## src/rtl/add2_acc_pkg.sv

```systemverilog
// Shared types, constants and elaboration helpers for the 2-bit-adder sum accumulator.
package add2_acc_pkg;

  typedef enum logic {
    ACCUM = 1'b0,
    HOLD  = 1'b1
  } acc_state_t;

  localparam int SUM_W      = 3;
  localparam int MAX_SAMPLE = 6;

  function automatic int clog2(input int n);
    int r;
    r = 0;
    for (int v = n - 1; v > 0; v = v >> 1) begin
      r = r + 1;
    end
    return (r < 1) ? 1 : r;
  endfunction

  // The accumulator must at least hold one full-scale sample.
  function automatic bit acc_w_ok(input int acc_w);
    return (acc_w >= SUM_W) && (((1 << acc_w) - 1) >= MAX_SAMPLE);
  endfunction

endpackage

```

## src/rtl/add2_sat_add.sv

```systemverilog
// Combinational ACC_W-bit saturating add of a zero-extended 3-bit adder sum.
module add2_sat_add
  import add2_acc_pkg::*;
#(
  parameter int ACC_W = 5
) (
  input  logic [ACC_W-1:0] a,
  input  logic [SUM_W-1:0] b,
  output logic [ACC_W-1:0] sum,
  output logic             sat
);

  logic [ACC_W:0] wide;

  always_comb begin
    wide = {1'b0, a} + (ACC_W+1)'(b);
    sat  = wide[ACC_W];
    sum  = sat ? '1 : wide[ACC_W-1:0];
  end

endmodule

```

## src/rtl/add2_sum_accumulator.sv

```systemverilog
// Frames FRAME_LEN adder sums into a saturating total and hands it out on a
// valid/ready port, overlapping the next frame with an unclaimed result.
module add2_sum_accumulator
  import add2_acc_pkg::*;
#(
  parameter int FRAME_LEN = 4,
  parameter int ACC_W     = 5
) (
  input  logic             clock,
  input  logic             reset,
  input  logic             in_valid,
  input  logic             s0,
  input  logic             s1,
  input  logic             s2,
  output logic             in_ready,
  output logic             out_valid,
  input  logic             out_ready,
  output logic [ACC_W-1:0] out_sum,
  output logic             out_sat
);

  localparam int CNT_W = clog2(FRAME_LEN);
  localparam logic [CNT_W-1:0] LAST = CNT_W'(FRAME_LEN - 1);

  if (!acc_w_ok(ACC_W)) begin : g_bad_acc_w
    $error("add2_sum_accumulator: ACC_W too small for a 3-bit sample");
  end
  if (FRAME_LEN < 2) begin : g_bad_frame_len
    $error("add2_sum_accumulator: FRAME_LEN must be at least 2");
  end

  acc_state_t       state, next_state;
  logic [ACC_W-1:0] acc;
  logic             sat_acc;
  logic [CNT_W-1:0] cnt;
  logic [ACC_W-1:0] nsum;
  logic             nsat;
  logic             accept, take, complete;

  add2_sat_add #(.ACC_W(ACC_W)) u_sat_add (
    .a   (acc),
    .b   ({s2, s1, s0}),
    .sum (nsum),
    .sat (nsat)
  );

  // A second frame may not finish while the previous result is still unclaimed.
  always_comb begin
    in_ready   = (state == ACCUM) || !((cnt == LAST) && !out_ready);
    accept     = in_valid && in_ready;
    take       = out_valid && out_ready;
    complete   = accept && (cnt == LAST);
    next_state = state;
    case (state)
      ACCUM: if (complete) next_state = HOLD;
      HOLD:  if (!complete && take) next_state = ACCUM;
      default: next_state = ACCUM;
    endcase
  end

  always_ff @(posedge clock) begin
    if (reset) state <= ACCUM;
    else       state <= next_state;
  end

  always_ff @(posedge clock) begin
    if (reset) begin
      acc       <= '0;
      sat_acc   <= 1'b0;
      cnt       <= '0;
      out_valid <= 1'b0;
      out_sum   <= '0;
      out_sat   <= 1'b0;
    end else begin
      if (accept) begin
        if (complete) begin
          acc     <= '0;
          sat_acc <= 1'b0;
          cnt     <= '0;
        end else begin
          acc     <= nsum;
          sat_acc <= sat_acc | nsat;
          cnt     <= cnt + 1'b1;
        end
      end
      // A completion on the same cycle as a take reloads without a bubble.
      if (complete) begin
        out_sum   <= nsum;
        out_sat   <= sat_acc | nsat;
        out_valid <= 1'b1;
      end else if (take) begin
        out_valid <= 1'b0;
      end
    end
  end

endmodule

```

## config.mk

```make
export PLATFORM = sky130hd
export DESIGN_NAME = add2_sum_accumulator
export DESIGN_NICKNAME = d
export VERILOG_FILES = /design/src/rtl/add2_acc_pkg.sv /design/src/rtl/add2_sat_add.sv /design/src/rtl/add2_sum_accumulator.sv
export SDC_FILE = /design/constraint.sdc
export NUM_CORES = 1
export LEC_CHECK = 0
export BUFFER_PORTS_ARGS = -buffer_cell sky130_fd_sc_hd__buf_2
export CAP_MARGIN = 20
export CORE_MARGIN = 1
export CORE_UTILIZATION = 35
export CTS_CLUSTER_SIZE = 28
export DETAILED_ROUTE_END_ITERATION = 8
export HOLD_SLACK_MARGIN = 0.05
export PLACE_DENSITY = 0.54
export SLEW_MARGIN = 40
export SYNTH_ARGS = -nofsm -noshare
export SYNTH_HDL_FRONTEND = slang
export SYNTH_SLANG_ARGS = --single-unit
```

## constraint.sdc

```tcl
create_clock -name clock -period 2.7 [get_ports clock]
set_input_delay 0.135 -clock clock [delete_from_list [all_inputs] [get_ports clock]]
set_output_delay 0.135 -clock clock [all_outputs]
set_load 0.005 [all_outputs]
```

Word-level counts from Yosys, hierarchy flattened
Index checks and enable logic that the tools add are counted.
- bits in latches: 0
- register bits: 16
- memory bits (read-only): 0
- output and inout bits: 8
- memories kept: 0
- memory bits (writable): 0
- logic and storage cells: 31
- reductions and logical operators: 10
- muxes and demuxes: 9
- shift-type cells: 0
- divide/modulo/power cells: 0
- $lt $le $gt $ge: 0
- multiply operators: 0
- add/sub/neg operators: 2
- equal/unequal tests: 1
- bitwise operators: 2
- operators with widths (operator ; number):
    $mux W5 ; 2
    $add A5 B3 Y6 ; 1
    $logic_and A1 B1 Y1 ; 5
    $mux W1 ; 5
    $logic_not A1 Y1 ; 3
    $add A2 B1 Y2 const B ; 1
    $eq A2 B2 Y1 const B ; 1
    $mux W2 ; 1
    $pmux W1 S2 ; 1
    $reduce_bool A2 Y1 ; 1
    $logic_or A1 B1 Y1 ; 1
    $not A1 Y1 ; 1
    $or A1 B1 Y1 ; 1

Depth between registers and ports, before layout
- word-level depth: 10
- gate-level depth with buffers: 6
- depth with buffers taken out: 6

Hierarchy
From an unflattened synthesis, not the netlist that was laid out.
- cells, all modules: 100
- area, all modules: 825.8 µm²
- modules (own cells, without submodules) (module ; cells each ; instances ; area an instance (µm²)):
    add2_sum_accumulator ; 77 ; 1 ; 648.1
    add2_sat_add ; 23 ; 1 ; 177.7

Least setup slack after synthesis
Ideal clock, no wire load.
- path type: register -> register
- start point: register acc[0]
- end point: register acc[4]
- arrival time: 1.451 ns
- clock period less this slack: 1.536 ns
- slack: 1.164 ns
- cell stages (with the launch flop): 7
- buffers on the path: 0
- setup time: 0.086 ns
- path through: dfxtp_1 -> ha_1 -> fa_1 -> a21oi_1 -> nor2b_1 -> nor4bb_1 -> a211oi_1
- cells in the longest elaborated chain, start to end: 3
- RTL lines (element ; line ; RTL):
    start: declaration ; add2_sum_accumulator.sv:33 ; logic [ACC_W-1:0] acc;
    start signal: assignment ; add2_sum_accumulator.sv:81 ; acc <= nsum;
    $add A5 B3 Y6 ; add2_sat_add.sv:16 ; wide = {1'b0, a} + (ACC_W+1)'(b);
    $mux W5 ; add2_sat_add.sv:18 ; sum = sat ? '1 : wide[ACC_W-1:0];
    $mux W5 ; add2_sum_accumulator.sv:76 ; if (complete) begin
Every way passes these cells.
A chain may end at the register's enable or synchronous reset.

Worst setup path after layout
Ends and elaborated chain as after synthesis.

==> flow_metrics.env <==
export IMPL_cts_made_buffers=3
export IMPL_place_ws_ns=1.01
export IMPL_swShare=0.264
export IMPL_routedWlPerCell_um=11.5
export IMPL_io_buffers=14
export IMPL_min_period_over_period=0.640
export IMPL_maxSlewHeadroom=0.782
export IMPL_antenna_found_initial=0
export IMPL_clk_latency_ns=0.28
export IMPL_synth_nets=98
export IMPL_fin_nets=114
export IMPL_crit_slowest_cell="dfxtp_1"
export IMPL_ctsResizeCount=0
export IMPL_finalClockSkew_ns=0.00233
export IMPL_grt_max_degree=13
export IMPL_groute_usage_overall=0.143
export IMPL_holdBufCountCts=0
export IMPL_hpwlAfterDp_um=1130
export IMPL_ant_nets=0
export IMPL_startpoint="acc[0]"
export IMPL_finalSetupViolations=0
export IMPL_setup_tns_ns=0
export IMPL_ios=15
export IMPL_synthCells=86
export IMPL_drv_slew=0
export IMPL_syn_area_per_cell_um2=9.63
export IMPL_p_int_w=0.000367
export IMPL_routabilityCongestion=0.677
export IMPL_clkPwrFrac=0.320
export IMPL_dieArea_um2=2560
export IMPL_clk_pin_slew_ns=0.10
export IMPL_synth_cell_types=36
export IMPL_die_w_um=50.6
export IMPL_slowest_delay_ns=0.37
export IMPL_seq_power_share=0.513
export IMPL_path_class="register to register"
export IMPL_crit_chain="ha_1 -> fa_1 -> a21oi_1 -> nor2b_1 -> nor4bb_1 -> a211oi_1"
export IMPL_crit_path_start_kind="register"
export IMPL_synth_seq_area_share=0.387
export IMPL_worst_ir_drop_vdd_mv=0.221
export IMPL_ys_warn_count=0
export IMPL_end_kind="register"
export IMPL_core_area_um2=2210
export IMPL_syn2layout_area_growth_pct=13.7
export IMPL_worst_pin_slew_ns=0.325
export IMPL_r2r_end="acc[4]"
export IMPL_ys_flop_type="dfxtp_1"
export IMPL_synth_area_leaders="dfxtp_1 39%, ha_1 6.0%, nor2_1 5.4%"
export IMPL_drt_iter0_markers=4
export IMPL_post_cts_buffers=0
export IMPL_grt_pass1_vias=617
export IMPL_overflow=0
export IMPL_combinationalPowerShare=0.167
export IMPL_r2r_slack_ns=0.97
export IMPL_min_period_ns=1.73
export IMPL_max_cap_violations=0
export IMPL_switchingPower_w=0.000131
export IMPL_leakagePower_nw=0.395
export IMPL_rsz0062_at_grt="no"
export IMPL_cp_max_fo=3
export IMPL_r2r_start="acc[0]"
export IMPL_die_h_um=50.6
export IMPL_multi_input_area_um2=477
export IMPL_netlist_area_um2=828
export IMPL_layout_drive_gt1_share=0.267
export IMPL_ff2ff_path_depth=6
export IMPL_fmax_ghz=0.579
export IMPL_drt_pass1_iterations=3
export IMPL_antenna_cells=0
export IMPL_status="completed"
export IMPL_wirelength_um=1490
export IMPL_clockBufferDepth=2
export IMPL_grt_pass1_wl_um=2740
export IMPL_cts_tree="yes"
export IMPL_cp_endpoint="acc[4]"
export IMPL_crit_required_ns=2.87
export IMPL_rows=17
export IMPL_setup_slack_ns=0.973
export IMPL_drc=0
export IMPL_worstPathArrival_ns=1.89
export IMPL_clock_tree_root_cell="clkbuf_4"
export IMPL_via_count=635
export IMPL_synth_edf_count=0
export IMPL_worstHoldPathType="input port to register"
export IMPL_netlist_area_leader_share=0.387
export IMPL_timing_final_hold_violations=0
export IMPL_yosys_area_top_type="dfxtp_1"
export IMPL_ff_latch_area_um2=320
export IMPL_clkSinkCount=16
export IMPL_async_flop_share=0
export IMPL_p_per_area_nw_per_um2=529
export IMPL_vias_per_cell=4.92
export IMPL_start_util=0.374
export IMPL_cts_htree_levels=1
export IMPL_nFillCells=237
export IMPL_ys_ff_latch=16
## power groups by stage
stage | Combinational [W] | Clock (W) | Sequential (W)
floorplan | 0.0000665 | 0 | 0.000260
global placement | 0.0000825 | 0 | 0.000261
detailed placement | 0.0000829 | 0 | 0.000262
CTS | 0.0000841 | 0.000165 | 0.000256
global route | 0.0000965 | 0.000172 | 0.000258
finish | 0.0000831 | 0.000160 | 0.000256
## cell type report
cell class / count / area share
Clock buffer: 4 / 0.0385
Inverter: 1 / 0.00398
Multi-Input combinational cell: 66 / 0.506
Sequential cell: 16 / 0.340
Tap cell: 28 / 0.0372
Timing Repair Buffer: 14 / 0.0744
## layer usage
metal / part of all wire / GRT usage / vias up
met5: 0 / 0 / -
met4: 0.0087 / 0.0556 / 0
met3: 0.034 / 0.0273 / 2
met2: 0.46 / 0.224 / 8
met1: 0.49 / 0.192 / 286
li1: - / - / 339
## kinds of logic after synthesis
logic type / share of synthesized area
buf+inv: 0.0378
flops: 0.387
fa+ha+maj: 0.0846
mux: 0.0242
simple gates: 0.296
compound gates: 0.150
xor+xnor: 0.0212
## worst max-delay path: cells and delay by family (launching register included)
kind,cells,cell delay [ns]
compound gates,2,0.17
fa+ha+maj,2,0.49
flops,1,0.37
simple gates,2,0.58
## how the worst min path moves through the flow
stage | from | to | slack, ns | cells past startpoint
final | out_ready | out_valid | 0.16 | 3
after global routing | out_ready | state | 0.20 | 4
after floorplan | out_ready | out_valid | 0.32 | 2
after CTS | out_ready | out_valid | 0.15 | 3
after detailed placement | out_ready | out_valid | 0.46 | 3
after global placement | out_ready | out_valid | 0.45 | 3
## synth_stat cells, drive strengths merged, types with 2 or more instances
cell type and count:
nor3 9, nor2 15, buf 3, dfxtp 16, mux2i 2, nand2 3
a211oi 3, o21ai 3, xnor2 2, a21bo 2, nand3 2, a21oi 3
ha 4, nand2b 4
## flip-flops by register name, summed over array words and instances, names as in the netlist
signal     count
sat_acc        1
out_sat        1
state          1
acc            5
cnt            2
out_sum        5
out_valid      1
## per-stage QoR
step / util / hold WS, ns / std cells / power, W / area [um2]
after detailed placement: 0.410 / 0.456 / 125 / 0.000344 / 906
after global routing: 0.426 / 0.196 / 129 / 0.000526 / 942
after global placement: 0.410 / 0.446 / 125 / 0.000343 / 906
after CTS: 0.426 / 0.151 / 129 / 0.000505 / 942
final: 0.426 / 0.156 / 129 / 0.000499 / 942
after floorplan: - / 0.317 / 86 / 0.000326 / 828
## placed cells by master (no fill, tap or decap), types with 2 or more instances in the layout
master / instances
nand2_1: 3
dfxtp_1: 16
a211oi_1: 2
xnor2_1: 2
o21ai_1: 2
nand2b_1: 3
clkbuf_4: 3
a21oi_1: 3
ha_1: 4
nor2_1: 12
mux2i_1: 2
nor3_1: 8
nor2_2: 3
a21bo_1: 2
buf_2: 14
No activity file was read; power rests on OpenSTA's default activity.
